**config.mk**
```make
export PLATFORM = sky130hd
export DESIGN_NAME = clock_mode_ctrl
export DESIGN_NICKNAME = d
export VERILOG_FILES = /design/src/rtl/clock_mode_ctrl.sv
export SDC_FILE = /design/constraint.sdc
export NUM_CORES = 1
export LEC_CHECK = 0
export CAP_MARGIN = 25
export CORE_ASPECT_RATIO = 0.6
export CORE_MARGIN = 1
export CORE_UTILIZATION = 53
export CTS_CLUSTER_SIZE = 28
export DETAILED_ROUTE_END_ITERATION = 6
export HOLD_SLACK_MARGIN = 0.1
export PLACE_DENSITY = 0.82
export SLEW_MARGIN = 20
export SYNTH_ARGS = -nofsm -noshare
export SYNTH_HDL_FRONTEND = slang
export SYNTH_SLANG_ARGS = --single-unit
```
**constraint.sdc**
```tcl
create_clock -name clkM -period 2.8 [get_ports clkM]
set_clock_uncertainty 0.1 [all_clocks]
set_input_delay 0.84 -clock clkM [delete_from_list [all_inputs] [get_ports clkM]]
set_output_delay 0.84 -clock clkM [all_outputs]
set_load 0.01 [all_outputs]
```
**src/rtl/clock_mode_ctrl.sv**
```systemverilog
// Mode sequencer and timekeeper for the digital clock: edge-detects the divider
// square waves and buttons, keeps h/m/s and runs the RUN -> SET_HR -> SET_MIN FSM.
module clock_mode_ctrl #(
  parameter int unsigned TIMEOUT_S  = 30,
  parameter int unsigned REPEAT_DLY = 2
) (
  input  logic       clkM,
  input  logic       clr,
  input  logic       sec_sq,
  input  logic       set_sq,
  input  logic       btn_mode,
  input  logic       btn_inc,
  output logic [4:0] hours,
  output logic [5:0] minutes,
  output logic [5:0] seconds,
  output logic [1:0] mode,
  output logic       blink_hr,
  output logic       blink_min,
  output logic       sec_tick
);

  localparam int unsigned IDLE_W = (TIMEOUT_S > 0) ? $clog2(TIMEOUT_S + 1) : 1;
  localparam int unsigned RPT_W  = (REPEAT_DLY > 0) ? $clog2(REPEAT_DLY + 1) : 1;

  typedef enum logic [1:0] {
    RUN     = 2'b00,
    SET_HR  = 2'b01,
    SET_MIN = 2'b10
  } state_t;

  state_t state, state_n;

  logic sec_r, sec_p, set_r, set_p, mode_r, mode_p, inc_r, inc_p;
  logic sec_rise, set_rise, mode_rise, inc_rise;

  logic [4:0]        hours_n;
  logic [5:0]        minutes_n, seconds_n;
  logic [IDLE_W-1:0] idle, idle_n;
  logic [RPT_W-1:0]  rpt, rpt_n;
  logic              rpt_fire;
  logic              tick_n, blink_hr_n, blink_min_n;

  // Inputs are registered once, then compared with their previous sample;
  // during clr both stages load the live level so a held input gives no edge.
  always_ff @(posedge clkM) begin
    if (clr) begin
      sec_r  <= sec_sq;   sec_p  <= sec_sq;
      set_r  <= set_sq;   set_p  <= set_sq;
      mode_r <= btn_mode; mode_p <= btn_mode;
      inc_r  <= btn_inc;  inc_p  <= btn_inc;
    end else begin
      sec_r  <= sec_sq;   sec_p  <= sec_r;
      set_r  <= set_sq;   set_p  <= set_r;
      mode_r <= btn_mode; mode_p <= mode_r;
      inc_r  <= btn_inc;  inc_p  <= inc_r;
    end
  end

  assign sec_rise  = sec_r  & ~sec_p;
  assign set_rise  = set_r  & ~set_p;
  assign mode_rise = mode_r & ~mode_p;
  assign inc_rise  = inc_r  & ~inc_p;

  // State register and timekeeping registers.
  always_ff @(posedge clkM) begin
    if (clr) begin
      state     <= RUN;
      hours     <= '0;
      minutes   <= '0;
      seconds   <= '0;
      idle      <= '0;
      rpt       <= '0;
      sec_tick  <= 1'b0;
      blink_hr  <= 1'b0;
      blink_min <= 1'b0;
    end else begin
      state     <= state_n;
      hours     <= hours_n;
      minutes   <= minutes_n;
      seconds   <= seconds_n;
      idle      <= idle_n;
      rpt       <= rpt_n;
      sec_tick  <= tick_n;
      blink_hr  <= blink_hr_n;
      blink_min <= blink_min_n;
    end
  end

  assign mode = state;

  // Next-state and datapath; mode rise outranks increments and timeout.
  always_comb begin
    state_n     = state;
    hours_n     = hours;
    minutes_n   = minutes;
    seconds_n   = seconds;
    idle_n      = idle;
    rpt_n       = rpt;
    rpt_fire    = 1'b0;
    tick_n      = 1'b0;
    blink_hr_n  = (state == SET_HR) && set_r;
    blink_min_n = (state == SET_MIN) && set_r;

    case (state)
      RUN: begin
        idle_n = '0;
        rpt_n  = '0;
        if (mode_rise) begin
          state_n   = SET_HR;
          seconds_n = '0;
        end else if (sec_rise) begin
          tick_n = 1'b1;
          if (seconds == 6'd59) begin
            seconds_n = '0;
            if (minutes == 6'd59) begin
              minutes_n = '0;
              hours_n   = (hours == 5'd23) ? 5'd0 : hours + 5'd1;
            end else begin
              minutes_n = minutes + 6'd1;
            end
          end else begin
            seconds_n = seconds + 6'd1;
          end
        end
      end

      SET_HR, SET_MIN: begin
        seconds_n = '0;
        // Auto-repeat counter saturates at REPEAT_DLY, then each set_sq rise fires.
        if (!inc_r) begin
          rpt_n = '0;
        end else if (set_rise) begin
          if (rpt == RPT_W'(REPEAT_DLY)) rpt_fire = 1'b1;
          else                           rpt_n    = rpt + 1'b1;
        end

        if (mode_rise) begin
          state_n = (state == SET_HR) ? SET_MIN : RUN;
          idle_n  = '0;
          rpt_n   = '0;
        end else if (inc_rise || rpt_fire) begin
          idle_n = '0;
          if (state == SET_HR) hours_n   = (hours == 5'd23)   ? 5'd0 : hours + 5'd1;
          else                 minutes_n = (minutes == 6'd59) ? 6'd0 : minutes + 6'd1;
        end else if (idle == IDLE_W'(TIMEOUT_S)) begin
          state_n = RUN;
          idle_n  = '0;
          rpt_n   = '0;
        end else if (sec_rise) begin
          idle_n = idle + 1'b1;
        end
      end

      default: begin
        state_n = RUN;
      end
    endcase
  end

endmodule

```
== After elaboration in Yosys (flattened, before gate mapping) ==
Cells that the tools add are included.

* Reductions and logical operators: 12
* Muxes and demuxes: 48
* Bitwise operators: 9
* Div/mod/pow operators: 0
* Eq/ne operators: 20
* Shift-type cells: 0
* Magnitude comparators: 0
* Add/sub/neg operators: 5
* Multiply operators: 0

{| class="wikitable"
|+ Operators with widths
! operator !! number
|-
| $mux 5 || 12
|-
| $mux 6 || 10
|-
| $pmux 6 s2 || 2
|-
| $mux 2 || 11
|-
| $pmux 5 s2 || 2
|-
| $ne 2x2->1 const B || 9
|-
| $add 6x1->6 const B || 2
|-
| $eq 6x6->1 const B || 2
|-
| $add 5x1->5 const B || 2
|-
| $eq 5x5->1 const B || 2
|-
| $mux 1 || 9
|-
| $ne 3x3->1 const B || 3
|-
| $pmux 2 s2 || 2
|-
| $reduce_and 8->1 || 1
|-
| $reduce_and 7->1 || 1
|-
| $ne 5x5->1 const B || 1
|-
| $not 1->1 || 5
|-
| $and 1x1->1 || 4
|-
| $eq 2x2->1 const B || 2
|-
| $reduce_and 2->1 || 2
|-
| $reduce_and 3->1 || 1
|-
| $reduce_or 3->1 || 1
|-
| $add 2x1->2 const B || 1
|-
| $eq 2x1->1 const B || 1
|-
| other kinds (5) || 6
|}

* Logic and storage cells: 111
* Bits in latches: 0
* Memories kept: 0
* Output and inout bits: 22
* Bits in registers: 37
* Memory bits (writable): 0
* ROM bits: 0

== Depth between registers and ports, before layout ==
* Word-level depth: 9
* Depth in mapped cells: 8

== Worst setup path before layout ==
Ideal clock, no wire load.

* Path type: reg2reg
* From: register state[0] (netlist: mode[0])
* To: register hours[4]
* Arrival time: 2.238 ns
* Period minus slack after synthesis: 2.409 ns
* Required time: 2.629 ns
* Library setup time: 0.071 ns
* Stages on the path, launching flop included: 8
* Path slack: 0.391 ns
* Cells stage by stage: dfxtp_1 > inv_1 > ha_1 > inv_1 > or4_1 > o41a_4 > or4_1 > a21oi_1

* Cells in the longest elaborated chain, start to end: 4

{| class="wikitable"
|+ RTL lines
! item !! RTL line !! text
|-
| from (decl) || 31 || <nowiki>state_t state, state_n;</nowiki>
|-
| from (signal assigned) || 77 || <nowiki>state <= state_n;</nowiki>
|-
| $eq 2x1->1 or $eq 2x2->1 (tied branches) || 104, 143 ||
|-
| $reduce_or 2->1 || 104 || <nowiki>case (state)</nowiki>
|-
| $ne 2x2->1 (no line) or $reduce_bool 2->1 (tied branches) || n/a ||
|-
| $reduce_and 8->1 (no line) || n/a ||
|-
| to (signal assigned) || 78 || <nowiki>hours <= hours_n;</nowiki>
|-
| to (decl) || 13 || <nowiki>output logic [4:0] hours,</nowiki>
|}

Parallel ways exist; a longest one is shown, timed or not.
A chain may end at the register's enable or synchronous reset.

== Worst setup path in the final report ==
* From: register state[1] (netlist: mode[1])
* To: register idle[4]

* Cells in the longest elaborated chain, start to end: 4

{| class="wikitable"
|+ RTL lines
! item !! RTL line !! text
|-
| $eq 2x1->1 or $eq 2x2->1 (tied branches) || 104 ||
|-
| $reduce_or 2->1 || 104 ||
|-
| $ne 5x5->1 (no line) or $reduce_bool 2->1 (tied branches) || n/a ||
|-
| $reduce_and 2->1 (no line) || n/a ||
|-
| to (signal assigned) || 81 || <nowiki>idle <= idle_n;</nowiki>
|-
| to (decl) || 38 || <nowiki>logic [IDLE_W-1:0] idle, idle_n;</nowiki>
|}

Parallel ways exist; a longest one is shown, timed or not.

==> metrics.txt <==
# TYPE chip_impl_metric gauge
chip_impl_metric{name="max_buffers_root_to_sink",unit=""} 2
chip_impl_metric{name="worstSkewPairLatency",unit="ns"} 0.29
chip_impl_metric{name="grt_antenna_before_repair",unit=""} 0
chip_impl_metric{name="slew_headroom",unit="%"} 54.8
chip_impl_info{name="critical_path.endpoint_type",value="flop"} 1
chip_impl_metric{name="critical_path_peak_fanout",unit=""} 8
chip_impl_metric{name="wl_per_cell",unit="microns"} 13.2
chip_impl_metric{name="dieArea",unit="sq um"} 3710
chip_impl_metric{name="detail-route-antenna-nets",unit=""} 0
chip_impl_metric{name="cts_hold_buffers",unit=""} 0
chip_impl_metric{name="maxClockFrequency",unit="MHz"} 388
chip_impl_info{name="origin_of_the_critical_flop_to_flop_path",value="mode[1]"} 1
chip_impl_metric{name="detail_route.vias_per_cell",unit=""} 5.57
chip_impl_info{name="rsz0062_at_grt",value="no"} 1
chip_impl_metric{name="clk_pin_slew",unit="ns"} 0.07
chip_impl_metric{name="arrival",unit="ns"} 2.66
chip_impl_metric{name="flow.area_growth_from_synthesis",unit="%"} 22.5
chip_impl_metric{name="dieHeight",unit="microns"} 47.6
chip_impl_metric{name="hold_path_depth",unit=""} 1
chip_impl_metric{name="post_synth_instance_area",unit="sq um"} 1840
chip_impl_metric{name="ctsHtreeMaxLevel",unit=""} 2
chip_impl_metric{name="synth_enable_flop_cells",unit=""} 0
chip_impl_metric{name="all_layer_gr_usage",unit="%"} 22.0
chip_impl_metric{name="wl",unit="microns"} 3740
chip_impl_metric{name="final.period_utilization",unit="%"} 92.0
chip_impl_metric{name="gpl.final_weighted_congestion",unit=""} 0.799
chip_impl_metric{name="design.core.area",unit="sq um"} 3280
chip_impl_metric{name="timing_worst_slew_pin_value",unit="ns"} 0.675
chip_impl_metric{name="finalCoreUtilization",unit="%"} 68.6
chip_impl_metric{name="syn_inst",unit=""} 206
chip_impl_metric{name="yosys_register_bits",unit=""} 37
chip_impl_metric{name="detail_route.iter0.violations",unit=""} 89
chip_impl_metric{name="fin_nets",unit=""} 256
chip_impl_metric{name="port-buffer-count",unit=""} 27
chip_impl_metric{name="postCtsResizedCells",unit=""} 0
chip_impl_metric{name="tritoncts.num_buffers",unit=""} 5
chip_impl_info{name="timing.setup.critical_path_class",value="flop to flop"} 1
chip_impl_metric{name="placement.setup.worst_slack",unit="ns"} 0.256
chip_impl_metric{name="setup_total_negative_slack",unit="ns"} 0
chip_impl_metric{name="maximum_number_of_pins_on_one_net_before_global_route_repair",unit=""} 15
chip_impl_metric{name="finalMaxSlewViolations",unit=""} 0
chip_impl_metric{name="setup.reg_to_reg.worst_slack",unit="ns"} 0.23
chip_impl_metric{name="route.vias.total",unit=""} 1581
chip_impl_metric{name="synthDistinctLibCells",unit=""} 46
chip_impl_metric{name="grt_pass1_vias",unit=""} 1367
chip_impl_metric{name="mapped_nets",unit=""} 224
chip_impl_info{name="worst_r2r_endpoint",value="idle[4]"} 1
chip_impl_info{name="worstHoldStart",value="rpt[0]"} 1
chip_impl_metric{name="irDropWorstVdd",unit="V"} 0.000329
chip_impl_metric{name="power-per-cell-area",unit="nW/um^2"} 458
chip_impl_metric{name="timing.final.hold_violations",unit=""} 0
chip_impl_info{name="cts_root_buffer",value="sky130_fd_sc_hd__clkbuf_8"} 1
chip_impl_metric{name="cts_num_sinks",unit=""} 37
chip_impl_metric{name="ys_seq_area_share",unit="%"} 40.3
chip_impl_metric{name="period_minus_slack",unit="ns"} 2.57
chip_impl_metric{name="critPathRequiredTime",unit="ns"} 2.88
chip_impl_metric{name="ys_async_sr_fraction",unit="%"} 0
chip_impl_metric{name="post_cts_buffers",unit=""} 0
chip_impl_metric{name="setup_slack",unit="ns"} 0.225
chip_impl_info{name="startpoint_type",value="flop"} 1
chip_impl_metric{name="num_antenna_cells",unit=""} 0
chip_impl_metric{name="global_route_wire_length_before_repair",unit="microns"} 6160
chip_impl_info{name="mostFrequentLayoutCells",value="sky130_fd_sc_hd__dfxtp_1 (37), sky130_fd_sc_hd__clkdlybuf4s50_1 (27), sky130_fd_sc_hd__nand2_1 (18), sky130_fd_sc_hd__nor2_1 (18)"} 1
chip_impl_metric{name="power.leakage",unit="nW"} 0.803
chip_impl_info{name="mostFrequentLayoutCell",value="sky130_fd_sc_hd__dfxtp_1"} 1
chip_impl_metric{name="ios",unit=""} 28
chip_impl_metric{name="detail_route.drc_violations",unit=""} 0
chip_impl_metric{name="synth-warning-count",unit=""} 0
chip_impl_info{name="hold_path_class",value="flop to flop"} 1
chip_impl_metric{name="globalRouteOverflowTotal",unit=""} 0
chip_impl_metric{name="syn_area_per_cell",unit="sq um"} 8.92
chip_impl_info{name="hold_path_end",value="rpt[0]"} 1
chip_impl_metric{name="fillCellCount",unit=""} 283
chip_impl_metric{name="timing.final.setup_violations",unit=""} 0
chip_impl_metric{name="placement_rows",unit=""} 16
chip_impl_metric{name="hpwl",unit="microns"} 2700
chip_impl_metric{name="fp.dieW",unit="microns"} 78
chip_impl_metric{name="detailedRoute.firstPassIterationCount",unit=""} 4
chip_impl_info{name="tritoncts",value="done"} 1
chip_impl_metric{name="final_layout_size_suffix_gt1_share",unit="%"} 8.37
chip_impl_info{name="outcome",value="completed"} 1
chip_impl_metric{name="ff2ff_path_depth",unit=""} 7
chip_impl_metric{name="cap_viol_max_count",unit=""} 0
chip_impl_info{name="synth_top_flop_cell",value="sky130_fd_sc_hd__dfxtp_1"} 1
chip_impl_metric{name="effective_utilization_at_floorplan",unit="%"} 55.9
critical path, cell delays in order (launching register included):
cell and delay (ns):
sky130_fd_sc_hd__dfxtp_1 0.41, sky130_fd_sc_hd__inv_1 0.11, sky130_fd_sc_hd__ha_1 0.35, sky130_fd_sc_hd__inv_1 0.14, sky130_fd_sc_hd__or3_1 0.41, sky130_fd_sc_hd__nor2_1 0.39
sky130_fd_sc_hd__o21ai_0 0.22, sky130_fd_sc_hd__a311oi_1 0.34
cell usage after synthesis (3+ instances only):
library cell / number / area [sq um]
sky130_fd_sc_hd__a311oi_1: 4 / 35.0
sky130_fd_sc_hd__nor2b_1: 4 / 25.0
sky130_fd_sc_hd__or4_1: 4 / 30.0
sky130_fd_sc_hd__dfxtp_1: 37 / 741
sky130_fd_sc_hd__mux2_2: 3 / 33.8
sky130_fd_sc_hd__nand2b_1: 9 / 56.3
sky130_fd_sc_hd__nor3_1: 4 / 20.0
sky130_fd_sc_hd__a31oi_1: 4 / 25.0
sky130_fd_sc_hd__clkbuf_1: 6 / 22.5
sky130_fd_sc_hd__a21oi_1: 11 / 55.1
sky130_fd_sc_hd__inv_1: 12 / 45.0
sky130_fd_sc_hd__nand2_1: 18 / 67.6
sky130_fd_sc_hd__ha_1: 12 / 150
sky130_fd_sc_hd__o21ai_0: 5 / 25.0
sky130_fd_sc_hd__and2_1: 3 / 18.8
sky130_fd_sc_hd__nor2_1: 18 / 67.6
sky130_fd_sc_hd__nand3_1: 6 / 30.0
sky130_fd_sc_hd__o31ai_1: 3 / 22.5
sky130_fd_sc_hd__xor2_1: 4 / 35.0
sky130_fd_sc_hd__nand4_1: 4 / 25.0
flip-flops by register name (all words and copies together), names as in the netlist:
signal     flops
blink_hr       1
blink_min      1
hours          5
idle           5
inc_p          1
inc_r          1
minutes        6
mode           2
mode_p         1
mode_r         1
rpt            2
sec_p          1
sec_r          1
sec_tick       1
seconds        6
set_p          1
set_r          1
worst max-delay path by stage:
stage,slack (ns),cells past startpoint,start,endpoint
finish,0.23,7,mode[1],idle[4]
global route,0.08,7,mode[1],idle[4]
CTS,0.23,7,mode[1],idle[4]
detailed placement,0.26,7,mode[1],hours[4]
global placement,0.35,7,mode[1],hours[4]
floorplan,0.39,7,mode[0],hours[4]
routing by layer:
layer	vias to the layer above	GRT usage [%]	share of wire, %
li1	812	-	-
met1	724	29.4	53
met2	39	35.4	41
met3	6	5.71	5.2
met4	0	8.52	0.83
met5	-	0	0
cells by family (layout without fill, tap and decap cells):
family | after synthesis | count (layout) | synth area share (%)
multiplexers | 5 | 5 | 2.93
adder cells (fa/ha/maj) | 12 | 12 | 8.17
flip-flops | 37 | 37 | 40.3
XOR/XNOR | 5 | 5 | 2.38
AND/OR/NAND/NOR | 85 | 85 | 25.1
AO/OA/AOI/OAI | 44 | 44 | 17.4
buffers and inverters | 18 | 51 | 3.68
per-stage QoR:
| stage | hold slack (ns) | area, sq um | cells | power, W |
|---|---|---|---|---|
| 2_1_floorplan | 0.341 | 1840 | 206 | 0.000644 |
| 3_3_place_gp | 0.358 | 2170 | 276 | 0.000689 |
| 3_5_place_dp | 0.359 | 2170 | 276 | 0.000691 |
| 4_1_cts | 0.376 | 2250 | 284 | 0.00104 |
| 5_1_grt | 0.393 | 2250 | 284 | 0.00108 |
| 6_report | 0.381 | 2250 | 284 | 0.00103 |
power by group:
group / switching (W) / leakage (nW) / internal (W)
clock: 0.000173 / 0.0395 / 0.000177
sequential: 0.0000120 / 0.302 / 0.000542
combinational: 0.0000716 / 0.462 / 0.0000557
area by class of cell:
cell class	instances	area, sq um	share of cell area [%]
repair buffers	31	300	13.3
inverters	12	45.0	2.00
well taps	45	56.3	2.50
flip-flops and latches	37	741	32.9
clock buffers	8	80.1	3.56
multi-input cells	151	1030	45.7
(Power assumes the default switching activity.)
==> patch, RTL diff (config.mk and constraints unchanged) <==
`REPEAT_DLY`: 2 -> 4.
--- a/src/rtl/clock_mode_ctrl.sv
+++ b/src/rtl/clock_mode_ctrl.sv
@@ -2,7 +2,7 @@
 // square waves and buttons, keeps h/m/s and runs the RUN -> SET_HR -> SET_MIN FSM.
 module clock_mode_ctrl #(
   parameter int unsigned TIMEOUT_S  = 30,
-  parameter int unsigned REPEAT_DLY = 2
+  parameter int unsigned REPEAT_DLY = 4
 ) (
   input  logic       clkM,
   input  logic       clr,
Behaviour: not the same (a bounded check fails within 10 cycles, from zero or initial values).
==> patch against the original RTL <==
- sequential cell count grew 1
- wire length grew 5.4%
- area after synthesis grew 2.0%
- final area grew 1.9%
- clock power grew 12%
- synthesized cell count grew 2.4%
- power grew 6.2%
- sequential power grew 3%
- setup slack gained 0.14 ns
- first-iteration DRC count grew 25%
- critical endpoint is now hours[4]
==> patch: results (changes against the original RTL) <==
- PortBufs: 27 (unchanged)
- Antenna cells: 0 (unchanged)
- Largest net degree at the start of global routing: 20 (+5)
- Max Buffers Root-to-Sink: 2 (unchanged)
- CP top delay family: simple AND/OR/NAND/NOR gates
- Final WL: 3940 um (+5.4%)
- Mean Syn Cell Area: 8.88 um^2 (-0.44%)
- Root buf cell: clkbuf_8
- Peak VDD IR: 0.000395 V (+20%)
- Dpl ws: 0.342 ns (+0.0860 ns)
- Setup Fix Bufs, Post-CTS: 0 (unchanged)
- Post-synth cell types: 46 (unchanged)
- Max stage delay on crit path: 0.57 ns (+0.16 ns)
- Met2 WL: 1690 um (+11%)
- Top layer in use: met4
- Vias in the first global route: 1,316 (-3.7%)
- Initial DRC Count: 111 (+25%)
- Synth area leaders: dfxtp_1, ha_1, a21oi_1
- Wire length on met1: 2010 um (+1.2%)
- YS warnings: 0 (unchanged)
- Crit path DAT: 2.55 ns (-0.11 ns)
- Seq/Total Area, Yosys: 0.406 (+0.00288)
- Relative slew slack: 0.640 (+0.0917)
- Drt first pass iters: 4 (unchanged)
- Leak Pwr: 0.854 nW (+6.3%)
- CTS Buf Count: 5 (unchanged)
- Async SR Flop Fraction: 0 (unchanged)
- Post-synth top cells: dfxtp_1, nand2_1, a21oi_1, nor2_1, ha_1
- Via count: 1,663 (+5.2%)
- # placed instances: 279 (+1.1%)
- Critical Path Fanout Max: 16 (+8)
- Syn nets: 229 (+2.2%)
- Nets: 259 (+1.2%)
- Largest registers: minutes (6), seconds (6)
- GPL Wtd Cong: 0.849 (+6.3%)
- Met3 WL: 191 um (-1.5%)
- Worst hold slack: 0.393 ns (+0.0116 ns)
- Tot GR Track Use: 0.221 (+0.00126)
- DPL Wire Length: 2870 um (+6.3%)
- Final Hold Viols: 0 (unchanged)
- H-Tree Depth: 2 (unchanged)
- Slowest cell on crit path: o32a_1
- Power Density: 478 nW/um^2 (+4.2%)
- Hold Crit Class: reg2reg
- Clk_lat worst skew: 0.30 ns
- Placed Area: 2200 um^2 (+1.3%)
- Layout cells sized above 1: 0.0826 (-0.00104)
- Initial antenna violation count: 0 (unchanged)
- First-pass GRT wire length: 6120 um (-0.67%)
- Via density: 5.79 (+4.1%)
- Status: finished clean
## patch: changes by cell type after synthesis, sizes merged, moves of 3 or more
cell    unedited run  this run
nand3              6        11
nand2b            10         4
nor3b              0         4
a21oi             11        16
inv               12         6
a311oi             4         1
## patch: layout make-up
cell class / count / area (um^2)
clock buffer: 6 / 82.6
clock inverter: 2 / 12.5
fill: 297 / 1030
inverter: 6 / 22.5
multi-input combinational: 158 / 1050
sequential: 38 / 761
tap: 45 / 56.3
timing repair buffer: 32 / 308
## patch: where the power goes
group          switching [mW]  internal (mW)
registers              0.0143          0.556
clock network           0.195          0.198
logic                  0.0723         0.0595
total                   0.282          0.813
## patch: final timing paths
path | to | depth (start not counted) | slack (ns) | start
worst min-delay path | sec_p | 1 | 0.39 | sec_r
worst max-delay path | hours[4] | 6 | 0.37 | seconds[1]
worst min register to register | sec_p | 1 | 0.39 | sec_r
worst max register to register | hours[4] | 6 | 0.37 | seconds[1]
## patch: kinds of logic after synthesis
| family | after synthesis | synth area share |
|---|---|---|
| AND/OR/NAND/NOR | 86 | 0.250 |
| adder cells (fa/ha/maj) | 12 | 0.0802 |
| XOR/XNOR | 7 | 0.0327 |
| AO/OA/AOI/OAI | 49 | 0.174 |
| multiplexers | 4 | 0.0240 |
| buffers and inverters | 15 | 0.0327 |
| flip-flops | 38 | 0.406 |
## patch: routing by layer
layer,vias to the layer above,global-route usage
li1,827,-
met1,789,0.302
met2,39,0.337
met3,8,0.0648
met4,0,0.0815
met5,-,0
